===== src/rtl/mips_alu_pkg.sv =====
// Shared encodings for the MIPS ALU control and multiply/divide unit.
// MDU_DIV_EN adds the DIV sequencer state; without it only MUL is present.
package mips_alu_pkg;

    localparam logic [3:0] ALU_AND  = 4'b0000;
    localparam logic [3:0] ALU_OR   = 4'b0001;
    localparam logic [3:0] ALU_ADD  = 4'b0010;
    localparam logic [3:0] ALU_SUB  = 4'b0110;
    localparam logic [3:0] ALU_SLT  = 4'b0111;
    localparam logic [3:0] ALU_SLTU = 4'b0011;
    localparam logic [3:0] ALU_NOR  = 4'b1100;

    localparam logic [1:0] ALUOP_ADD   = 2'b00;
    localparam logic [1:0] ALUOP_SUB   = 2'b01;
    localparam logic [1:0] ALUOP_RTYPE = 2'b10;
    localparam logic [1:0] ALUOP_OR    = 2'b11;

    localparam logic [5:0] F_ADD   = 6'b100000;
    localparam logic [5:0] F_ADDU  = 6'b100001;
    localparam logic [5:0] F_SUB   = 6'b100010;
    localparam logic [5:0] F_SUBU  = 6'b100011;
    localparam logic [5:0] F_AND   = 6'b100100;
    localparam logic [5:0] F_OR    = 6'b100101;
    localparam logic [5:0] F_NOR   = 6'b100111;
    localparam logic [5:0] F_SLT   = 6'b101010;
    localparam logic [5:0] F_SLTU  = 6'b101011;
    localparam logic [5:0] F_MFHI  = 6'b010000;
    localparam logic [5:0] F_MTHI  = 6'b010001;
    localparam logic [5:0] F_MFLO  = 6'b010010;
    localparam logic [5:0] F_MTLO  = 6'b010011;
    localparam logic [5:0] F_MULT  = 6'b011000;
    localparam logic [5:0] F_MULTU = 6'b011001;
    localparam logic [5:0] F_DIV   = 6'b011010;
    localparam logic [5:0] F_DIVU  = 6'b011011;

    typedef enum logic [1:0] {
        MD_IDLE = 2'd0,
        MD_MUL  = 2'd1,
        MD_FIX  = 2'd2
`ifdef MDU_DIV_EN
        , MD_DIV = 2'd3
`endif
    } md_state_t;

    function automatic logic is_md_funct(input logic [5:0] f);
        return f inside {F_MFHI, F_MTHI, F_MFLO, F_MTLO, F_MULT, F_MULTU, F_DIV, F_DIVU};
    endfunction

endpackage


===== src/rtl/mdu_seq.sv =====
// Iterative multiply/divide sequencer with the HI/LO registers.
// Divider datapath and DIV state exist only when MDU_DIV_EN is defined.
module mdu_seq
    import mips_alu_pkg::*;
#(
    parameter int DATA_W = 32,
    parameter int CNT_W  = $clog2(DATA_W) + 1
) (
    input  logic              clk,
    input  logic              rst_n,
    input  logic              start_mul,
`ifdef MDU_DIV_EN
    input  logic              start_div,
`endif
    input  logic              signed_op,
    input  logic              wr_hi,
    input  logic              wr_lo,
    input  logic [DATA_W-1:0] op_a,
    input  logic [DATA_W-1:0] op_b,
    output logic              busy,
    output logic [DATA_W-1:0] hi,
    output logic [DATA_W-1:0] lo
);

    localparam logic [CNT_W-1:0] CNT_LOAD = CNT_W'(DATA_W);
    localparam logic [CNT_W-1:0] CNT_ONE  = CNT_W'(1);

    md_state_t         state_reg, state_next;
    logic [CNT_W-1:0]  cnt_reg;
    logic [DATA_W-1:0] acc_reg, q_reg, opb_reg, hi_reg, lo_reg;
    logic              neg_q_reg;

    logic              start_any;
    logic              a_neg, b_neg;
    logic [DATA_W-1:0] a_mag, b_mag;
    logic [DATA_W:0]   mul_sum;
    logic [2*DATA_W-1:0] prod_mag, prod_fix;

`ifdef MDU_DIV_EN
    logic              neg_r_reg, divz_reg, is_div_reg;
    logic [DATA_W:0]   div_shift, div_diff;

    assign start_any = start_mul | start_div;
    assign div_shift = {acc_reg, q_reg[DATA_W-1]};
    assign div_diff  = div_shift - {1'b0, opb_reg};
`else
    assign start_any = start_mul;
`endif

    // Both operations iterate on magnitudes; signs are reapplied in FIX.
    assign a_neg = signed_op & op_a[DATA_W-1];
    assign b_neg = signed_op & op_b[DATA_W-1];
    assign a_mag = a_neg ? -op_a : op_a;
    assign b_mag = b_neg ? -op_b : op_b;

    assign mul_sum  = {1'b0, acc_reg} + {1'b0, {DATA_W{q_reg[0]}} & opb_reg};
    assign prod_mag = {acc_reg, q_reg};
    assign prod_fix = neg_q_reg ? -prod_mag : prod_mag;

    always_ff @(posedge clk or negedge rst_n) begin
        if (!rst_n) begin
            state_reg <= MD_IDLE;
        end else begin
            state_reg <= state_next;
        end
    end

    always_comb begin
        state_next = state_reg;
        case (state_reg)
            MD_IDLE: begin
                if (start_mul) state_next = MD_MUL;
`ifdef MDU_DIV_EN
                if (start_div) state_next = MD_DIV;
`endif
            end
            MD_MUL:  if (cnt_reg == CNT_ONE) state_next = MD_FIX;
`ifdef MDU_DIV_EN
            MD_DIV:  if (cnt_reg == CNT_ONE) state_next = MD_FIX;
`endif
            MD_FIX:  state_next = MD_IDLE;
            default: state_next = MD_IDLE;
        endcase
    end

    always_ff @(posedge clk or negedge rst_n) begin
        if (!rst_n) begin
            cnt_reg    <= '0;
            acc_reg    <= '0;
            q_reg      <= '0;
            opb_reg    <= '0;
            hi_reg     <= '0;
            lo_reg     <= '0;
            neg_q_reg  <= 1'b0;
`ifdef MDU_DIV_EN
            neg_r_reg  <= 1'b0;
            divz_reg   <= 1'b0;
            is_div_reg <= 1'b0;
`endif
        end else begin
            case (state_reg)
                MD_IDLE: begin
                    // Multiplier and dividend share q_reg; multiplicand and divisor share opb_reg.
                    if (start_any) begin
                        cnt_reg    <= CNT_LOAD;
                        acc_reg    <= '0;
                        q_reg      <= a_mag;
                        opb_reg    <= b_mag;
                        neg_q_reg  <= a_neg ^ b_neg;
`ifdef MDU_DIV_EN
                        neg_r_reg  <= a_neg;
                        divz_reg   <= (op_b == '0);
                        is_div_reg <= start_div;
`endif
                    end
                    if (wr_hi) hi_reg <= op_a;
                    if (wr_lo) lo_reg <= op_a;
                end
                MD_MUL: begin
                    cnt_reg <= cnt_reg - CNT_ONE;
                    acc_reg <= mul_sum[DATA_W:1];
                    q_reg   <= {mul_sum[0], q_reg[DATA_W-1:1]};
                end
`ifdef MDU_DIV_EN
                MD_DIV: begin
                    cnt_reg <= cnt_reg - CNT_ONE;
                    if (!div_diff[DATA_W]) begin
                        acc_reg <= div_diff[DATA_W-1:0];
                        q_reg   <= {q_reg[DATA_W-2:0], 1'b1};
                    end else begin
                        acc_reg <= div_shift[DATA_W-1:0];
                        q_reg   <= {q_reg[DATA_W-2:0], 1'b0};
                    end
                end
`endif
                MD_FIX: begin
`ifdef MDU_DIV_EN
                    // A zero divisor leaves the dividend magnitude in acc_reg, so HI restores rs.
                    if (is_div_reg) begin
                        hi_reg <= neg_r_reg ? -acc_reg : acc_reg;
                        lo_reg <= divz_reg ? '1 : (neg_q_reg ? -q_reg : q_reg);
                    end else
`endif
                    begin
                        hi_reg <= prod_fix[2*DATA_W-1:DATA_W];
                        lo_reg <= prod_fix[DATA_W-1:0];
                    end
                end
                default: ;
            endcase
        end
    end

    assign busy = (state_reg != MD_IDLE);
    assign hi   = hi_reg;
    assign lo   = lo_reg;

endmodule


===== src/rtl/alu_control_mdu.sv =====
// MIPS ALU control decode plus HI/LO multiply/divide issue and stall logic.
// Divide support is compiled in with MDU_DIV_EN; otherwise div/divu are no-ops.
module alu_control_mdu
    import mips_alu_pkg::*;
#(
    parameter int DATA_W = 32,
    parameter int CNT_W  = $clog2(DATA_W) + 1
) (
    input  logic              clk,
    input  logic              rst_n,
    input  logic [1:0]        ALUOp,
    input  logic [5:0]        funct,
    input  logic              issue_valid,
    input  logic [DATA_W-1:0] rs_data,
    input  logic [DATA_W-1:0] rt_data,
    output logic [3:0]        ALUCtrl,
    output logic              md_stall,
    output logic              mdu_busy,
    output logic              hilo_sel,
    output logic [DATA_W-1:0] hilo_rdata
);

    logic [3:0]        alu_dec;
    logic              md_class, md_accept;
    logic              start_mul, wr_hi, wr_lo, is_mf;
    logic [DATA_W-1:0] hi, lo;

    always_comb begin
        alu_dec = ALU_ADD;
        case (ALUOp)
            ALUOP_ADD: alu_dec = ALU_ADD;
            ALUOP_SUB: alu_dec = ALU_SUB;
            ALUOP_OR:  alu_dec = ALU_OR;
            default: begin
                case (funct)
                    F_ADD, F_ADDU: alu_dec = ALU_ADD;
                    F_SUB, F_SUBU: alu_dec = ALU_SUB;
                    F_AND:         alu_dec = ALU_AND;
                    F_OR:          alu_dec = ALU_OR;
                    F_NOR:         alu_dec = ALU_NOR;
                    F_SLT:         alu_dec = ALU_SLT;
                    F_SLTU:        alu_dec = ALU_SLTU;
                    default:       alu_dec = ALU_ADD;
                endcase
            end
        endcase
    end

    // Outputs read as idle (AND, no select) while reset is held.
    assign ALUCtrl = rst_n ? alu_dec : ALU_AND;

    assign md_class  = (ALUOp == ALUOP_RTYPE) && is_md_funct(funct);
    assign md_stall  = issue_valid & md_class & mdu_busy;
    assign md_accept = issue_valid & md_class & ~mdu_busy;

    assign start_mul = md_accept & ((funct == F_MULT) | (funct == F_MULTU));
    assign wr_hi     = md_accept & (funct == F_MTHI);
    assign wr_lo     = md_accept & (funct == F_MTLO);
    assign is_mf     = (funct == F_MFHI) | (funct == F_MFLO);

`ifdef MDU_DIV_EN
    logic start_div;
    assign start_div = md_accept & ((funct == F_DIV) | (funct == F_DIVU));
`endif

    assign hilo_sel   = rst_n & md_accept & is_mf;
    assign hilo_rdata = !hilo_sel ? '0 : ((funct == F_MFHI) ? hi : lo);

    mdu_seq #(
        .DATA_W (DATA_W),
        .CNT_W  (CNT_W)
    ) u_mdu_seq (
        .clk       (clk),
        .rst_n     (rst_n),
        .start_mul (start_mul),
`ifdef MDU_DIV_EN
        .start_div (start_div),
`endif
        .signed_op (~funct[0]),
        .wr_hi     (wr_hi),
        .wr_lo     (wr_lo),
        .op_a      (rs_data),
        .op_b      (rt_data),
        .busy      (mdu_busy),
        .hi        (hi),
        .lo        (lo)
    );

endmodule


===== config.mk =====
export PLATFORM = sky130hd
export DESIGN_NAME = alu_control_mdu
export DESIGN_NICKNAME = d
export VERILOG_FILES = /design/src/rtl/mips_alu_pkg.sv /design/src/rtl/mdu_seq.sv /design/src/rtl/alu_control_mdu.sv
export SDC_FILE = /design/constraint.sdc
export NUM_CORES = 1
export LEC_CHECK = 0
export ABC_AREA = 1
export ABC_CLOCK_PERIOD_IN_PS = 7600
export BUFFER_PORTS_ARGS = -buffer_cell sky130_fd_sc_hd__buf_4
export CORE_ASPECT_RATIO = 0.75
export CORE_UTILIZATION = 62
export DETAILED_ROUTE_END_ITERATION = 10
export PLACE_DENSITY = 0.8
export SLEW_MARGIN = 30
export SYNTH_ARGS = -nofsm -noshare
export SYNTH_HDL_FRONTEND = slang
export SYNTH_SLANG_ARGS = --single-unit

===== constraint.sdc =====
create_clock -name clk -period 7.6 [get_ports clk]
set_input_delay 0.76 -clock clk [delete_from_list [all_inputs] [get_ports clk]]
set_output_delay 0.76 -clock clk [all_outputs]
set_load 0.02 [all_outputs]

After elaboration in Yosys (flattened, before gate mapping)
Cells that the tools add are included.
{"block": "totals", "ff_bits": 169, "out_inout_bits": 39, "input_bits": 75}
{"block": "op_classes", "eq_ne": 25, "n_bitwise": 16, "mux": 21, "n_reduce_logical": 13, "add_sub_neg": 5}
{"cell": "32-bit 2-to-1 mux", "n": 8}
{"cell": "32-bit case mux with 2 select lines", "n": 4}
{"cell": "64-bit 2-to-1 mux", "n": 1}
{"cell": "32-bit negator", "n": 2}
{"cell": "64-bit negator", "n": 1}
{"cell": "6-bit by 5-bit equality test with 1-bit output (second input constant)", "n": 8}
{"cell": "6-bit equality test (second input constant)", "n": 7}
{"cell": "32-bit by 32-bit adder with 33-bit output", "n": 1}
{"cell": "32-bit bitwise AND", "n": 1}
{"cell": "4-bit case mux with 6 select lines", "n": 1}
{"cell": "4-bit case mux with 3 select lines", "n": 1}
{"cell": "6-bit case mux with 2 select lines", "n": 1}
{"cell": "1-bit bitwise AND", "n": 10}
{"cell": "2-bit AND reduction", "n": 5}
{"cell": "8-bit nonzero test", "n": 1}
{"cell": "2-bit equality test (second input constant)", "n": 3}
{"cell": "6-bit by 1-bit equality test with 1-bit output (second input constant)", "n": 1}
{"cell": "6-bit 2-to-1 mux", "n": 1}
{"cell": "2-bit by 1-bit inequality test with 1-bit output (second input constant)", "n": 3}
{"cell": "2-bit nonzero test", "n": 3}
{"cell": "6-bit by 1-bit subtractor with 6-bit output (second input constant)", "n": 1}
{"cell": "2-bit by 1-bit equality test with 1-bit output (second input constant)", "n": 2}
{"cell": "2-bit logical NOT", "n": 2}
{"cell": "2-bit 2-to-1 mux", "n": 2}
{"cell": "other kinds (8)", "n": 10}

Logic depth before layout (Yosys ltp)
{"block": "logic_depth", "word_depth": 8, "mapped_depth": 17, "ltp_nobuf": 15}

By module
A second synthesis with hierarchy kept.
{"block": "unflattened", "hier_cells": 2285, "area_unflattened_um2": 14114.8}
{"module": "mdu_seq", "instances": 1, "cells_per_inst": 2062, "area_each_um2": 13071.3}
{"module": "alu_control_mdu", "instances": 1, "cells_per_inst": 223, "area_each_um2": 1043.5}

Worst setup path after synthesis
OpenSTA, ideal clock, no wires.
{"block": "synth_timing", "kind": "input -> output", "from": "in ALUOp[0]", "to": "out hilo_rdata[22]", "arrival_ns": 2.076, "required_ns": 6.840, "path_slack_ns": 4.764, "cell_stages": 8, "path_cell_list": "inv_1 nand2_1 nor3_4 nand2_4 nor3_4 buf_2 o21ai_0 nor2_1"}
{"block": "synth_between", "elab_chain_cells": 7}
{"element": "start: declaration", "line_no": "alu_control_mdu.sv:11", "rtl": "input logic [1:0] ALUOp,"}
{"element": "2-bit equality test", "line_no": "alu_control_mdu.sv:52", "rtl": "assign md_class = (ALUOp == ALUOP_RTYPE) && is_md_funct(funct);"}
{"element": "1-bit logical AND", "line_no": "alu_control_mdu.sv:52"}
{"element": "1-bit bitwise AND (2 in a row)", "line_no": "alu_control_mdu.sv:54", "rtl": "assign md_accept = issue_valid & md_class & ~mdu_busy;"}
{"element": "1-bit bitwise AND (2 in a row)", "line_no": "alu_control_mdu.sv:66", "rtl": "assign hilo_sel = rst_n & md_accept & is_mf;"}
{"element": "named net hilo_sel", "line_no": "alu_control_mdu.sv:19", "rtl": "output logic hilo_sel,"}
{"element": "32-bit 2-to-1 mux", "line_no": "alu_control_mdu.sv:67", "rtl": "assign hilo_rdata = !hilo_sel ? '0 : ((funct == F_MFHI) ? hi : lo);"}
{"element": "end: declaration", "line_no": "alu_control_mdu.sv:20", "rtl": "output logic [DATA_W-1:0] hilo_rdata"}
The timed path passes the listed nets, and every way through them passes these cells.

Final worst setup path
{"block": "layout_timing", "from": "in funct[3]", "to": "out hilo_rdata[25]"}
{"block": "layout_between", "elab_chain_cells": 8, "elab_cells_between_ends": 17, "cone_classes": "8 x eq/ne; 2 x mux; 5 x bitwise; 2 x reduce/logical"}
{"element": "start: declaration", "line_no": "alu_control_mdu.sv:12", "rtl": "input logic [5:0] funct,"}
{"element": "6-bit by 5-bit equality test with 1-bit output, on equally long branches", "line_no": "mips_alu_pkg.sv:46, alu_control_mdu.sv:59, alu_control_mdu.sv:67"}
{"element": "8-bit nonzero test", "line_no": "mips_alu_pkg.sv:46", "rtl": "return f inside {F_MFHI, F_MTHI, F_MFLO, F_MTLO, F_MULT, F_MULTU, F_DIV, F_DIVU};"}
{"element": "1-bit logical AND", "line_no": "alu_control_mdu.sv:52"}
{"element": "1-bit bitwise AND (2 in a row)", "line_no": "alu_control_mdu.sv:54"}
{"element": "1-bit bitwise AND (2 in a row)", "line_no": "alu_control_mdu.sv:66"}
{"element": "32-bit 2-to-1 mux *", "line_no": "alu_control_mdu.sv:67"}
Every way passes the cells marked *; elsewhere a longest branch is shown, timed or not.

==> results.tsv <==
metric	value	unit
RSZ-0062 raised after global routing	false	
clk sinks	169	
critical path arrival	3110	ps
grt total ovfl	0	
overall global routing resource usage	46.23	%
post-synthesis sequential area ratio	30.21	%
Fin Setup TNS	0	ps
clk_skew	14.02	ps
hpwl dp	41.22	mm
WL/cell	20.31	um
Root Driver	clkbuf_16	
CP Launch Type	input pin	
routed wire length	53.99	mm
Final Power	0.001986	W
die area	0.02319	mm2
largest area contributor in the netlist	dfrtp_1	
core box area	0.02211	mm2
actual slew at the worst max-slew pin	1012	ps
die height	132.1	um
cells after synthesis	2282	
TritonRoute pass-1 iters	11	
RePlAce Congestion	1.057	
CTS tree	done	
max-slew violation count	0	
Highest Clock Rate	258.3	MHz
Synth top area share	30.21	%
Synth cell types	47	
Bufs on Longest Clock Path	2	
n_diodes	0	
CP Capture Type	output port	
drt initial violations	2857	
CTS Hold Bufs	0	
DRC Markers	7	
Yosys reg bits	169	
I/O pin count	114	
number of global-route vias before repair	14560	
R2R Path End	u_mdu_seq.lo[6]	
period utilization	50.93	%
Vias	16640	
pwr/cell area	127.6	mW/mm2
Critical Path Fanout Max	38	
Max-cap violations	0	
outcome	complete, but fails checks	
worst vdd ir	0.1459	mV
Clk pin slew, worst setup/hold paths	80	ps
Skew-Pair Late Insertion Delay	450	ps
first-pass GRT wire length	81.46	mm
Post-CTS Setup Inserts	0	
Layout Nets	2464	
DRT antenna net count	0	
failing checks	design-rule violations	
largest net degree at the start of global routing	85	
RR Startpoint	u_mdu_seq.state_reg[1]	
syn_area_per_cell	6.134	um2
Synth area leaders	dfrtp_1 30%, nand2_1 17%, nor2_1 9.7%, nand3_1 8.0%, inv_1 7.2%	
Ys Warns	0	
number of cells on the worst reg-to-reg path	6	
worst endpoint required time	6840	ps
Pleak	7.995	nW
starting density of the core	63.30	%
Tmin final	3871	ps
Via density	6.262	
Finish-stage setup viols	0	
Hold Fails Final Rpt	0	
buffers added on ports	113	
reg-to-reg setup timing slack	4480	ps
layout cells sized above 1	8.545	%
post-synth net total	2395	
antenna violations before repair	2	
DIE WIDTH	175.5	um
synth-to-layout area growth	11.18	%
Worst Hold Class	in2async	
Syn Std Cell Area	0.01400	mm2
CTS resizes	0	
row count	47	
Max transition margin	32.41	%
total CTS buffers	17	
# H-tree levels	4	
Crit Path Category	in2out	
metrics by stage:
stage	setup WS (ps)	hold WS, ps	instance area (um2)	util (%)	cells
floorplan	4764	443.8	14000	-	2282
global placement	3824	466.5	14940	67.59	2625
detailed placement	3519	467.9	14950	67.61	2625
CTS	3541	200.6	15550	70.31	2657
global route	3660	205.2	15560	70.38	2658
finish	3729	203.5	15560	70.38	2658
power breakdown:
group	total (W)	internal (W)	switching, W
clock	0.000904	0.000488	0.000416
sequential	0.000899	0.000899	0
combinational	0.000183	0.0000560	0.000127
logic make-up after synthesis:
logic type               synth area share (%)
AND/OR/NAND/NOR                         39.81
AO/OA/AOI/OAI                           14.53
buffers and inverters                   9.994
flip-flops                              30.21
adder cells (fa/ha/maj)                 3.450
XOR/XNOR                                2.002
worst max path at each step:
stage / endpoint / startpoint
6_report: hilo_rdata[25] / funct[3]
5_1_grt: hilo_rdata[25] / funct[3]
4_1_cts: hilo_rdata[25] / funct[3]
3_5_place_dp: hilo_rdata[0] / funct[3]
3_3_place_gp: hilo_rdata[21] / funct[3]
2_1_floorplan: hilo_rdata[22] / ALUOp[0]
Yosys cell counts, drive strengths merged:
cell type,count
o22ai,11
xnor2,3
a22oi,4
o211ai,16
clkinv,1
a31oi,14
or3b,1
o21ai,186
o31ai,2
buf,39
nor4,2
nand2,627
nand3b,12
clkbuf,34
o221ai,16
nand3,227
dfrtp,169
nand4,25
a31o,1
fa,1
nor3,51
nor2,370
o21bai,4
a21oi,115
ha,37
and2,2
inv,277
or2,6
xor2,29
layout make-up:
type | count | area [um2]
clock inverter | 12 | 130.1
clock buffer | 20 | 466.7
multi-input combinational | 1762 | 8384
inverter | 278 | 1047
sequential | 169 | 4232
fill | 1904 | 6549
timing repair buffer | 123 | 934.6
tap | 294 | 367.9
placed cells by master (no fill, tap or decap), drive strengths merged, types with 6 or more instances in the layout:
cell type	count
o221ai	16
buf	123
o21ai	186
a21oi	115
nand2	627
nand4	25
a31oi	14
inv	281
o22ai	11
clkbuf	20
nor2	370
o211ai	16
nand3	227
or2	6
dfrtp	169
nor3	51
clkinv	7
xor2	29
ha	37
nand3b	12
worst max-delay path, cell delays in order:
cell	delay, ps
buf_4	140
nor2_1	210
nand3_2	600
nor2_4	820
o21ai_0	180
nor2_1	200
buf_4	180
layer usage:
layer	up-vias	track usage (%)	part of all wire (%)	wire [um]
met3	157	22.38	18	9932
met4	0	13.09	3.0	1630
met5	-	0	0	0
met2	1373	58.91	37	20020
met1	7568	67.89	42	22410
li1	7546	-	-	-
No activity file was read; power rests on OpenSTA's default activity.
